`src/rtl/cpu_irq_sequencer.sv`:
```
// cpu_irq_sequencer: CPU-side interrupt acceptor.
// Acks the controller, fetches the handler vector, dispatches to core.
module cpu_irq_sequencer #(
  parameter logic [23:0] VECTOR_BASE = 24'h000000,
  parameter bit          NMI_ENABLE  = 1'b1,
  parameter logic [7:0]  NMI_VECTOR  = 8'h02
) (
  input  logic        clk,
  input  logic        reset_n,
  input  logic [3:0]  cpu_irq,
  input  logic [1:0]  irq_mask,
  input  logic        insn_boundary,
  input  logic [7:0]  bus_data_in,
  input  logic        bus_grant,
  input  logic        dispatch_ready,
  output logic        cpu_iack,
  output logic        bus_read,
  output logic [23:0] bus_address_out,
  output logic        dispatch_valid,
  output logic [15:0] dispatch_pc,
  output logic [1:0]  dispatch_level,
  output logic [7:0]  dispatch_vector,
  output logic        busy
);

  typedef enum logic [2:0] {
    S_IDLE,
    S_ACK,
    S_VEC_LO,
    S_VEC_HI,
    S_DISPATCH
  } state_t;

  state_t      state_q;
  state_t      state_d;
  logic        nmi_prev_q;
  logic        nmi_pend_q;
  logic        kind_nmi_q;
  logic [1:0]  level_q;
  logic [7:0]  vector_q;
  logic [15:0] pc_q;

  logic [1:0]  irq_lvl;
  logic        nmi_rise;
  logic        nmi_clr;
  logic        go;
  logic        withdrawn;
  logic [23:0] addr_lo;
  logic [23:0] addr_hi;

  // Highest pending maskable priority, 0 when none
  always_comb begin
    irq_lvl = 2'd0;
    unique case (1'b1)
      cpu_irq[3]: irq_lvl = 2'd3;
      cpu_irq[2]: irq_lvl = 2'd2;
      cpu_irq[1]: irq_lvl = 2'd1;
      default:    irq_lvl = 2'd0;
    endcase
  end

  assign nmi_rise  = NMI_ENABLE && cpu_irq[0]
                     && !nmi_prev_q;
  assign nmi_clr   = (state_q == S_ACK)
                     && kind_nmi_q;
  assign go        = insn_boundary
                     && (nmi_pend_q || irq_lvl > irq_mask);
  assign withdrawn = (cpu_irq[3:1] == 3'b000);
  assign addr_lo   = VECTOR_BASE + {16'h0000, vector_q};
  assign addr_hi   = addr_lo + 24'd1;

  // State register
  always_ff @(posedge clk or negedge reset_n) begin
    if (!reset_n) state_q <= S_IDLE;
    else          state_q <= state_d;
  end

  // NMI edge detector; pending survives until its ACK
  always_ff @(posedge clk or negedge reset_n) begin
    if (!reset_n) begin
      nmi_prev_q <= 1'b0;
      nmi_pend_q <= 1'b0;
    end else begin
      nmi_prev_q <= cpu_irq[0];
      nmi_pend_q <= (nmi_pend_q && !nmi_clr)
                    || nmi_rise;
    end
  end

  // Sequence context: kind, level, vector, handler pc
  always_ff @(posedge clk or negedge reset_n) begin
    if (!reset_n) begin
      kind_nmi_q <= 1'b0;
      level_q    <= 2'd0;
      vector_q   <= 8'h00;
      pc_q       <= 16'h0000;
    end else begin
      unique case (state_q)
        S_IDLE: begin
          if (go) begin
            kind_nmi_q <= nmi_pend_q;
            level_q    <= nmi_pend_q ? 2'd3 : irq_lvl;
          end
        end
        S_ACK: begin
          vector_q <= kind_nmi_q ? NMI_VECTOR
                                 : bus_data_in;
        end
        S_VEC_LO: begin
          if (bus_grant) pc_q[7:0] <= bus_data_in;
        end
        S_VEC_HI: begin
          if (bus_grant) pc_q[15:8] <= bus_data_in;
        end
        default: ;
      endcase
    end
  end

  // Next state and state-decoded outputs
  always_comb begin
    state_d         = state_q;
    cpu_iack        = 1'b0;
    bus_read        = 1'b0;
    bus_address_out = 24'h000000;
    dispatch_valid  = 1'b0;
    dispatch_pc     = 16'h0000;
    dispatch_level  = 2'd0;
    dispatch_vector = 8'h00;
    busy            = (state_q != S_IDLE);
    unique case (state_q)
      S_IDLE: begin
        if (go) state_d = S_ACK;
      end
      S_ACK: begin
        cpu_iack = !kind_nmi_q;
        if (!kind_nmi_q && withdrawn)
          state_d = S_IDLE;
        else
          state_d = S_VEC_LO;
      end
      S_VEC_LO: begin
        bus_read        = 1'b1;
        bus_address_out = addr_lo;
        if (bus_grant) state_d = S_VEC_HI;
      end
      S_VEC_HI: begin
        bus_read        = 1'b1;
        bus_address_out = addr_hi;
        if (bus_grant) state_d = S_DISPATCH;
      end
      S_DISPATCH: begin
        dispatch_valid  = 1'b1;
        dispatch_pc     = pc_q;
        dispatch_level  = level_q;
        dispatch_vector = vector_q;
        if (dispatch_ready) state_d = S_IDLE;
      end
      default: state_d = S_IDLE;
    endcase
  end

endmodule

```
`config.mk`:
```
export PLATFORM = sky130hd
export DESIGN_NAME = cpu_irq_sequencer
export DESIGN_NICKNAME = d
export VERILOG_FILES = /design/src/rtl/cpu_irq_sequencer.sv
export SDC_FILE = /design/constraint.sdc
export NUM_CORES = 1
export LEC_CHECK = 0
export BUFFER_PORTS_ARGS = -buffer_cell sky130_fd_sc_hd__buf_2
export CAP_MARGIN = 20
export CORE_ASPECT_RATIO = 0.5
export CORE_UTILIZATION = 44
export DETAILED_ROUTE_END_ITERATION = 12
export GPL_ROUTABILITY_DRIVEN = 0
export PLACE_DENSITY = 0.74
export SYNTH_ARGS = -nofsm -noshare
export SYNTH_HDL_FRONTEND = slang
export SYNTH_SLANG_ARGS = --single-unit
```
`constraint.sdc`:
```
create_clock -name clk -period 2 [get_ports clk]
set_clock_uncertainty 0.2 [all_clocks]
set_input_delay 0.6 -clock clk [delete_from_list [all_inputs] [get_ports clk]]
set_output_delay 0.6 -clock clk [all_outputs]
set_load 0.02 [all_outputs]
```
==> out/metrics.yaml, run 1 <==
clock_sinks: 32
crit_path_max_fanout: 20
total_leakage_power_nw: 1.43
synthCells: 192
setup_viol: 40
drt_wl_total_um: 5300
num_vias: 1731
comb_power_share_pct: 54.7
synth_area_mm2: 0.00192
die_y_um: 48.8
critPathMaxStageDelay_ns: 0.49
synth_seq_cells: 32
setup_ws_ns: -0.388
p_total_mw: 3.80
wl_per_cell_um: 15.5
gr-usage-all-layers_pct: 24.5
grt_util_met3_pct: 4.72
diodes: 0
coreArea_mm2: 0.00404
hold_class: "input port to asynchronous set/reset pin"
postSynthAreaPerCell_um2: 10.0
final_cell_mix: "buf_4, buf_6, dfrtp_1, and2_1, buf_2"
finalCritPeriodShare_pct: 119
drc: 0
grt_pass1_wl_um: 8400
crit_path_end_kind: "output port"
grt.overflow.total: 0
fp-row-count: 16
clkTransAtPathRegs_ns: 0.07
start_util_pct: 47.6
intPower_mw: 2.37
io_pins: 73
violations: "negative setup slack"
rsz0062_at_grt: "yes"
die_area_mm2: 0.00466
clock_tree.buffer_depth: 2
finalMaxSlewViolations: 0
antenna_found_initial: 0
io_buffers: 57
synth_top_cell_by_area: "dfrtp_1"
yosys_warnings: 0
max_freq_mhz: 419
syn_to_final_growth_pct: 55.6
fin_nets: 309
critical_path_arrival_ns: 1.59
maxCapViolations: 0
critPathRequiredTime_ns: 1.20
dr.pass1.iters: 4
die_w_um: 95.5
vias_per_cell: 5.08
finalCriticalPeriod_ns: 2.39
seqPwrFrac_pct: 31.2
clock_latency_ns: 0.29
use_met1_pct: 32.9
ys_seq_area_share_pct: 41.6
clockPowerShare_pct: 14.1
cts_tree: "yes"
mostFrequentLayoutCell: "buf_4"
cts_max_level: 2
synth_cell_type_count: 39
cts_inserted_buffers: 5
vdd_ir_drop_max_mv: 0.568
clock-root-buffer: "clkbuf_8"
crit_type: "flip-flop to output port"
drtIter0Drc: 126
met2_usage_pct: 38.7
netlist.area_leader.share_pct: 41.6
p_sw_mw: 1.44
synthTopCellsByArea: "dfrtp_1, and2_1, buf_4, mux2_2, mux2_4"
outcome: "finished, violations left"
grt_pass1_vias: 1715
antenna_left: 0
start_kind: "flip-flop"
grt.busiest_layer: "met2"
hpwl_um: 3420
cpMaxStageDelayCell: "dfrtp_2"
power.density_mw_per_mm2: 1270
worstPathCellList: "nor3b_4 > buf_6 > and2_1 > buf_4"
drive_above_1_share_pct: 56.8
finalHoldViolations: 0
utilization_pct: 74.0
switching_share_pct: 37.8
grt_max_degree: 33
==> cell families after synthesis <==
| family | share of synthesized area, % |
|---|---|
| flops | 41.6 |
| compound gates | 7.09 |
| simple gates | 23.1 |
| fa+ha+maj | 1.95 |
| mux | 13.2 |
| buf+inv | 11.1 |
| xor+xnor | 1.82 |
| other cells | 0.195 |
==> worst max-delay path: cells and delay by family (launching register included) <==
kind                   cells  cell delay, ns
buffers and inverters      2            0.36
flip-flops                 1            0.49
AND/OR/NAND/NOR            2            0.45
==> path summary, 6_finish.rpt <==
kind / slack (ns) / cells past startpoint / endpoint / start
worst min register to register: 0.22 / 1 / nmi_pend_q$_DFF_PN0_ / nmi_prev_q$_DFF_PN0_
worst max register to register: 0.07 / 5 / pc_q[15]$_DFFE_PN0P_ / state_q[0]$_DFFE_PN0P_
min in group clk: 0.22 / 1 / nmi_pend_q$_DFF_PN0_ / nmi_prev_q$_DFF_PN0_
max in group asynchronous: 1.17 / 2 / state_q[1]$_DFFE_PN0P_ / reset_n
worst max-delay path: -0.39 / 4 / dispatch_vector[5] / state_q[0]$_DFFE_PN0P_
worst min-delay path: 0.12 / 2 / vector_q[1]$_DFFE_PN0P_ / reset_n
==> sequential cells by signal, summed over array words and instances (netlist names) <==
signal	cells
vector_q	8
state_q	3
level_q	2
pc_q	16
nmi_pend_q	1
kind_nmi_q	1
nmi_prev_q	1
==> per-stage QoR <==
| stage | area (µm²) | cells | TNS, ns | hold WS, ns | setup slack (ns) |
|---|---|---|---|---|---|
| floorplan | 2080 | 206 | -2.21 | 0.104 | -0.140 |
| global placement | 2510 | 326 | -3.41 | 0.208 | -0.218 |
| detailed placement | 2510 | 326 | -4.10 | 0.217 | -0.285 |
| CTS | 2910 | 340 | -10.47 | 0.138 | -0.349 |
| global route | 2990 | 341 | -13.70 | 0.166 | -0.438 |
| finish | 2990 | 341 | -12.34 | 0.123 | -0.388 |
==> cells in the mapped netlist <==
master	n
nand2b_1	1
nor2b_1	1
nand3b_1	1
o21ai_1	1
inv_2	1
buf_4	17
dfrtp_1	32
nor3b_2	1
or2_2	2
o311ai_0	1
xnor2_1	1
conb_1	1
a311oi_1	1
or3_1	7
mux2i_1	1
o21ai_0	14
buf_6	3
nand4_1	3
buf_2	1
nand4_2	1
nor4b_2	1
inv_1	7
mux2_2	11
nor3_4	1
o2111ai_1	1
xor2_1	3
nand3_1	2
nor4_1	1
o211a_1	1
ha_1	3
clkbuf_2	1
and2_1	26
nor2_1	8
nand2_1	17
a21oi_1	5
nand2_4	1
or3b_1	1
mux2_4	8
clkbuf_1	3
==> area by class of cell <==
cell class              count  area (µm²)
multi-input cells         141        1150
fillers                   249        1050
repair buffers             99         842
flip-flops and latches     32         805
clock buffers               7        96.3
well taps                  54        67.6
inverters                   8        30.0
==> power groups by stage <==
stage / Clock (mW) / Sequential, mW / Combinational (mW)
after global placement: 0 / 1.16 / 1.50
after global routing: 0.580 / 1.23 / 2.22
after CTS: 0.541 / 1.17 / 1.92
final: 0.537 / 1.19 / 2.08
after detailed placement: 0 / 1.18 / 1.55
after floorplan: 0 / 1.08 / 1.14
==> metal layers <==
layer / part of all wire (%) / vias up
li1: - / 803
met1: 43 / 857
met2: 49 / 57
met3: 4.9 / 14
met4: 2.6 / 0
met5: 0 / -
==> repair_timing <==
action / in CTS / in global routing
gates resized for setup: 83 / 17
setup buffers: 6 / 2
hold endpoints to repair: 0 / 0
cloned: 1 / 0
endpoints found under the setup margin: 39 / 43
hold buffers: 0 / 0
pin swaps: 14 / 8
Note: power is estimated with default switching activity, not from simulation.
==> run 2, diff against run 1 <==
--- a/config.mk
+++ b/config.mk
@@ -8,10 +8,11 @@
 export BUFFER_PORTS_ARGS = -buffer_cell sky130_fd_sc_hd__buf_2
 export CAP_MARGIN = 20
 export CORE_ASPECT_RATIO = 0.5
-export CORE_UTILIZATION = 44
+export CORE_UTILIZATION = 40
 export DETAILED_ROUTE_END_ITERATION = 12
 export GPL_ROUTABILITY_DRIVEN = 0
-export PLACE_DENSITY = 0.74
+export HOLD_SLACK_MARGIN = 0.1
+export PLACE_DENSITY = 0.65
 export SYNTH_ARGS = -nofsm -noshare
 export SYNTH_HDL_FRONTEND = slang
 export SYNTH_SLANG_ARGS = --single-unit
==> constraint.sdc (replaced) <==
create_clock -name clk -period 2.73 [get_ports clk]
set_clock_uncertainty 0.2 [all_clocks]
set_input_delay 0.819 -clock clk [delete_from_list [all_inputs] [get_ports clk]]
set_output_delay 0.819 -clock clk [all_outputs]
set_load 0.02 [all_outputs]
==> run 2 against run 1 <==
Net effect: the flow now finishes without violations; worst hold slack gained 0.11 ns; sequential power is 27% lower; via count decreased by 10%; register-to-register slack better by 0.65 ns; combinational power fell by 52%; wire length is 17% lower; critical endpoint unchanged; largest power group unchanged; flip-flop and latch count did not move; cell count decreased by 5.3%; first-iteration DRC count fell by 56%.
==> out/metrics.yaml, run 2 (same netlist as run 1, synthesis figures left out) <==
outcome: "finished clean"
whs_ns: 0.234  # +0.111 ns
start_kind: "flip-flop"
multi_input_area_um2: 1000  # -13%
crit_type: "flip-flop to output port"
coreArea_mm2: 0.00451  # +12%
cts_inserted_buffers: 5  # unchanged
regArea_um2: 808  # +0.47%
clock-root-buffer: "clkbuf_8"
antenna_found_initial: 0  # unchanged
drtIter0Drc: 55  # -56%
power.density_mw_per_mm2: 967  # -24%
drt_wl_total_um: 4410  # -17%
vias_per_cell: 4.80  # -5.4%
wl_per_cell_um: 13.7  # -12%
tightest_slew_ns: 0.727
vdd_ir_drop_max_mv: 0.309  # -46%
largest_registers: "pc_q: 16 flops, vector_q: 8 flops, state_q: 3 flops"
drc: 0  # unchanged
clock_sinks: 32  # unchanged
io_pins: 73  # unchanged
fp-row-count: 17  # +1
mostFrequentLayoutCell: "buf_2"
min_from: "nmi_prev_q$_DFF_PN0_"
drive_above_1_share_pct: 43.6  # -13 points
hold-path-endpoint: "nmi_pend_q$_DFF_PN0_"
finalCriticalPeriod_ns: 2.66
cts_tree: "yes"
top_register: "pc_q"
clock_latency_ns: 0.28  # about the same
grt.overflow.total: 0  # unchanged
cts_max_level: 2  # unchanged
largest_reg_flops: 16  # unchanged
max_freq_mhz: 376
num_vias: 1551  # -10%
reg2reg_depth: 3  # -2
fin_nets: 278  # -10%
cts_hold_buf: 0  # unchanged
hpwl_um: 3100  # -9.2%
finalCritPeriodShare_pct: 97.5
start_util_pct: 42.7  # -4.9 points
relSlewSlack_pct: 51.6
crit_path_max_fanout: 9  # -55%
rr_endpoint: "pc_q[13]$_DFFE_PN0P_"
final_cell_mix: "buf_2, and2_1, dfrtp_1, nand2_1, conb_1"
whs_path_depth: 1
clock_tree.buffer_depth: 2  # unchanged
crit_path_end_kind: "output port"
syn_to_final_growth_pct: 26.7
rsz0062_at_grt: "no"
clkTransAtPathRegs_ns: 0.07  # about the same
setup-tns-final_ns: 0  # +12.34 ns
diodes: 0  # unchanged
critical_path_arrival_ns: 1.64  # +0.05 ns
gr-usage-all-layers_pct: 17.9  # -6.7 points
grt_pass1_wl_um: 6870  # -18%
die_area_mm2: 0.00511  # +9.7%
dr.pass1.iters: 4  # unchanged
grt_pass1_vias: 1508  # -12%
die_w_um: 100  # +4.8%
cp-startpoint: "state_q[0]$_DFFE_PN0P_"
hold_class: "flip-flop to flip-flop"
finalHoldViolations: 0  # unchanged
r2r_slack_ns: 0.72  # +0.65 ns
r2r-start: "state_q[2]$_DFFE_PN0P_"
die_y_um: 51.0  # +4.7%
grt_max_degree: 33  # unchanged
critPathRequiredTime_ns: 1.71  # +0.51 ns
finalMaxSlewViolations: 0  # unchanged
fill_cells: 431  # +73%
maxCapViolations: 0  # unchanged
antenna_left: 0  # unchanged
io_buffers: 57  # unchanged
total_leakage_power_nw: 1.22  # -15%
setup_viol: 0  # -100%
==> run 2: cell types whose count changed in the layout (fill, tap and decap cells not counted), moves of 8 or more <==
| cell | previous run | this run |
|---|---|---|
| buf_6 | 33 | 4 |
| buf_2 | 18 | 54 |
| buf_4 | 46 | 10 |
| and2_1 | 18 | 26 |
| and2_4 | 8 | 0 |
==> run 2: timing repair <==
item | 4_1_cts | 5_1_grt
gates resized for setup | 1 | 21
setup endpoints to repair | 1 | 29
cloned | 0 | 2
buffers inserted | 2 | 2
pin swaps | 0 | 2
==> run 2: worst max path at each step <==
stage / slack, ns / to / depth (start not counted)
6_report: 0.07 / dispatch_vector[5] / 6
2_1_floorplan: 0.28 / cpu_iack / 5
5_1_grt: 0.005 / bus_address_out[6] / 5
3_3_place_gp: 0.18 / level_q[1]$_DFFE_PN0P_ / 6
4_1_cts: 0.004 / bus_address_out[6] / 5
3_5_place_dp: 0.10 / level_q[0]$_DFFE_PN0P_ / 6
==> run 2: layer usage <==
metal	track usage [%]	routed length, µm	share of wire (%)
met5	0	0	0
met2	30.8	2070	47
met1	22.6	2090	47
met3	4.10	201	4.6
met4	5.80	53	1.2
==> run 2: critical path, stage by stage (launching register included) <==
cell     delay [ns]
dfrtp_2        0.40
buf_4          0.19
nor3b_4        0.17
buf_4          0.17
buf_6          0.13
and2_1         0.14
buf_2          0.16
==> run 2: through the flow <==
step                      cell area [µm²]  power [mW]  util, %  worst slack [ns]  instances
after floorplan                      1980        1.56        -             0.282        206
after global placement               2200        1.74     48.8             0.180        309
after detailed placement             2200        1.78     48.8             0.103        309
after CTS                            2340        2.30     52.0           0.00391        319
after global routing                 2440        2.51     54.1           0.00528        323
final                                2440        2.36     54.1            0.0686        323
==> run 2: where the power goes <==
| group | switching (mW) | internal, mW |
|---|---|---|
| combinational | 0.529 | 0.463 |
| clock | 0.177 | 0.322 |
| sequential | 0.180 | 0.686 |
| total | 0.886 | 1.47 |
==> run 2: layout make-up <==
| cell class | count | area share (%) |
|---|---|---|
| Multi-Input combinational cell | 141 | 41.0 |
| Timing Repair Buffer | 68 | 16.0 |
| Sequential cell | 32 | 33.2 |
| Tap cell | 66 | 3.39 |
| Inverter | 8 | 1.23 |
| Clock inverter | 1 | 1.23 |
| Clock buffer | 7 | 3.95 |
==> run 3, diff against run 2 <==
--- a/config.mk
+++ b/config.mk
@@ -7,12 +7,14 @@
 export LEC_CHECK = 0
 export BUFFER_PORTS_ARGS = -buffer_cell sky130_fd_sc_hd__buf_2
 export CAP_MARGIN = 20
+export CELL_PAD_IN_SITES_DETAIL_PLACEMENT = 1
+export CELL_PAD_IN_SITES_GLOBAL_PLACEMENT = 2
 export CORE_ASPECT_RATIO = 0.5
-export CORE_UTILIZATION = 40
+export CORE_UTILIZATION = 31
 export DETAILED_ROUTE_END_ITERATION = 12
 export GPL_ROUTABILITY_DRIVEN = 0
 export HOLD_SLACK_MARGIN = 0.1
-export PLACE_DENSITY = 0.65
+export PLACE_DENSITY = 0.83
 export SYNTH_ARGS = -nofsm -noshare
 export SYNTH_HDL_FRONTEND = slang
 export SYNTH_SLANG_ARGS = --single-unit
==> constraint.sdc (replaced) <==
create_clock -name clk -period 3.2 [get_ports clk]
set_clock_uncertainty 0.2 [all_clocks]
set_input_delay 0.96 -clock clk [delete_from_list [all_inputs] [get_ports clk]]
set_output_delay 0.96 -clock clk [all_outputs]
set_load 0.02 [all_outputs]
==> run 3 against run 2 <==
Net effect: combinational power down 25%; global-route usage down 2.6 points; clock power down 7.4%.
==> out/metrics.yaml, run 3 (same netlist as run 1, synthesis figures left out) <==
intPower_mw: 1.23  # -16%
cts_setup_buffers: 0  # -2
crit_path_max_fanout: 5  # -4
maxCapViolations: 0  # unchanged
postPlaceCellArea_mm2: 0.00221  # +0.34%
syn_to_final_growth_pct: 22.4
clockPowerShare_pct: 23.5  # +2.3 points
clock_latency_ns: 0.27  # about the same
largest_registers: "pc_q: 16 flops, vector_q: 8 flops, state_q: 3 flops"
grt_pass1_wl_um: 7610  # +11%
tightest_slew_ns: 0.721  # -0.00556 ns
drc: 0  # unchanged
antenna_found_initial: 0  # unchanged
coreArea_mm2: 0.00573  # +27%
ctsResizeCount: 0  # -1
die_y_um: 57.7  # +13%
clock-root-buffer: "clkbuf_16"
antenna_left: 0  # unchanged
diodes: 0  # unchanged
wl_per_cell_um: 14.0  # +2.5%
total_leakage_power_nw: 1.19  # -2.7%
critical_path_arrival_ns: 1.77  # +0.13 ns
clkTransAtPathRegs_ns: 0.05  # -0.02 ns
top_register: "pc_q"
io_pins: 73  # unchanged
finalCritPeriodShare_pct: 91.7
grt_pass1_vias: 1538  # +2.0%
grt_max_degree: 33  # unchanged
clock_sinks: 32  # unchanged
outcome: "finished clean"
cts_tree: "yes"
dr.pass1.iters: 4  # unchanged
io_buffers: 57  # unchanged
drive_above_1_share_pct: 37.8  # -5.8 points
mostFrequentLayoutCell: "buf_2"
whs_ns: 0.224  # -0.0103 ns
hpwl_um: 3510  # +13%
start_util_pct: 33.6  # -9.1 points
finalMaxSlewViolations: 0  # unchanged
clock_tree.buffer_depth: 2  # unchanged
relSlewSlack_pct: 51.9  # +0.37 points
p_sw_mw: 0.731  # -17%
drt_wl_total_um: 4660  # +5.7%
gr-usage-all-layers_pct: 15.3  # -2.6 points
crit_type: "flip-flop to output port"
final_cell_mix: "buf_2, dfrtp_1, and2_1, nand2_1, conb_1"
vias_per_cell: 4.43  # -7.7%
r2r_slack_ns: 1.20  # +0.48 ns
setup_viol: 0  # unchanged
die_area_mm2: 0.00655  # +28%
fp-row-count: 19  # +2
die_w_um: 113  # +13%
power.density_mw_per_mm2: 834  # -14%
utilization_pct: 41.1  # -13 points
placed_cells_incl_taps: 325  # +5.2%
crit_path_end_kind: "output port"
seqPwrFrac_pct: 38.7  # +2.0 points
cts_hold_buf: 0  # unchanged
fin_nets: 270  # -2.9%
p_total_mw: 1.96  # -17%
num_vias: 1476  # -4.8%
rsz0062_at_grt: "no"
setup-tns-final_ns: 0  # unchanged
stdcell_area_mm2: 0.00235  # -3.4%
pre_cts_ws_ns: 0.400  # +0.296 ns
critPathRequiredTime_ns: 2.04  # +0.33 ns
instances_no_fill: 333  # +3.1%
start_kind: "flip-flop"
largest_reg_flops: 16  # unchanged
max_freq_mhz: 341
hold_class: "flip-flop to flip-flop"
drtIter0Drc: 52  # -5.5%
switching_share_pct: 37.2  # -0.39 points
vdd_ir_drop_max_mv: 0.303  # -2.0%
finalCriticalPeriod_ns: 2.93
cts_inserted_buffers: 5  # unchanged
finalHoldViolations: 0  # unchanged
comb_power_share_pct: 37.7  # -4.4 points
setup_ws_ns: 0.267  # +0.198 ns
cts_max_level: 2  # unchanged
grt.overflow.total: 0  # unchanged
run 3: worst max-delay path, cell delays in order, from the launching register on:
cell,delay [ns]
dfrtp_1,0.44
ha_1,0.26
nand3_1,0.12
or3_1,0.37
a21oi_1,0.14
buf_2,0.18
run 3: worst paths after layout:
path | from | endpoint | depth (start not counted)
setup / recovery | vector_q[1]$_DFFE_PN0P_ | bus_address_out[6] | 5
hold / removal | nmi_prev_q$_DFF_PN0_ | nmi_pend_q$_DFF_PN0_ | 1
setup reg to reg | state_q[0]$_DFFE_PN0P_ | pc_q[10]$_DFFE_PN0P_ | 3
hold reg to reg | nmi_prev_q$_DFF_PN0_ | nmi_pend_q$_DFF_PN0_ | 1
max in group asynchronous | reset_n | state_q[0]$_DFFE_PN0P_ | 1
min in group asynchronous | reset_n | pc_q[1]$_DFFE_PN0P_ | 1
run 3: power groups by stage:
stage	Clock (mW)	Sequential, mW	Combinational [mW]
floorplan	0	0.666	0.664
global placement	0	0.752	0.731
detailed placement	0	0.764	0.749
CTS	0.474	0.761	0.756
global route	0.491	0.792	0.823
finish	0.462	0.761	0.742
run 3: final cells by class:
type	count	area (µm²)
Clock buffer	8	146
Multi-Input combinational cell	141	963
Inverter	8	30.0
Fill cell	669	3370
Tap cell	84	105
Timing Repair Buffer	60	308
Sequential cell	32	802
run 3: routing by layer:
layer	global-route usage [%]	up-vias	share of wire, %
met1	20.3	713	50
li1	-	723	-
met5	0	-	0
met4	4.51	0	0.41
met3	3.56	2	4.2
met2	25.2	38	46
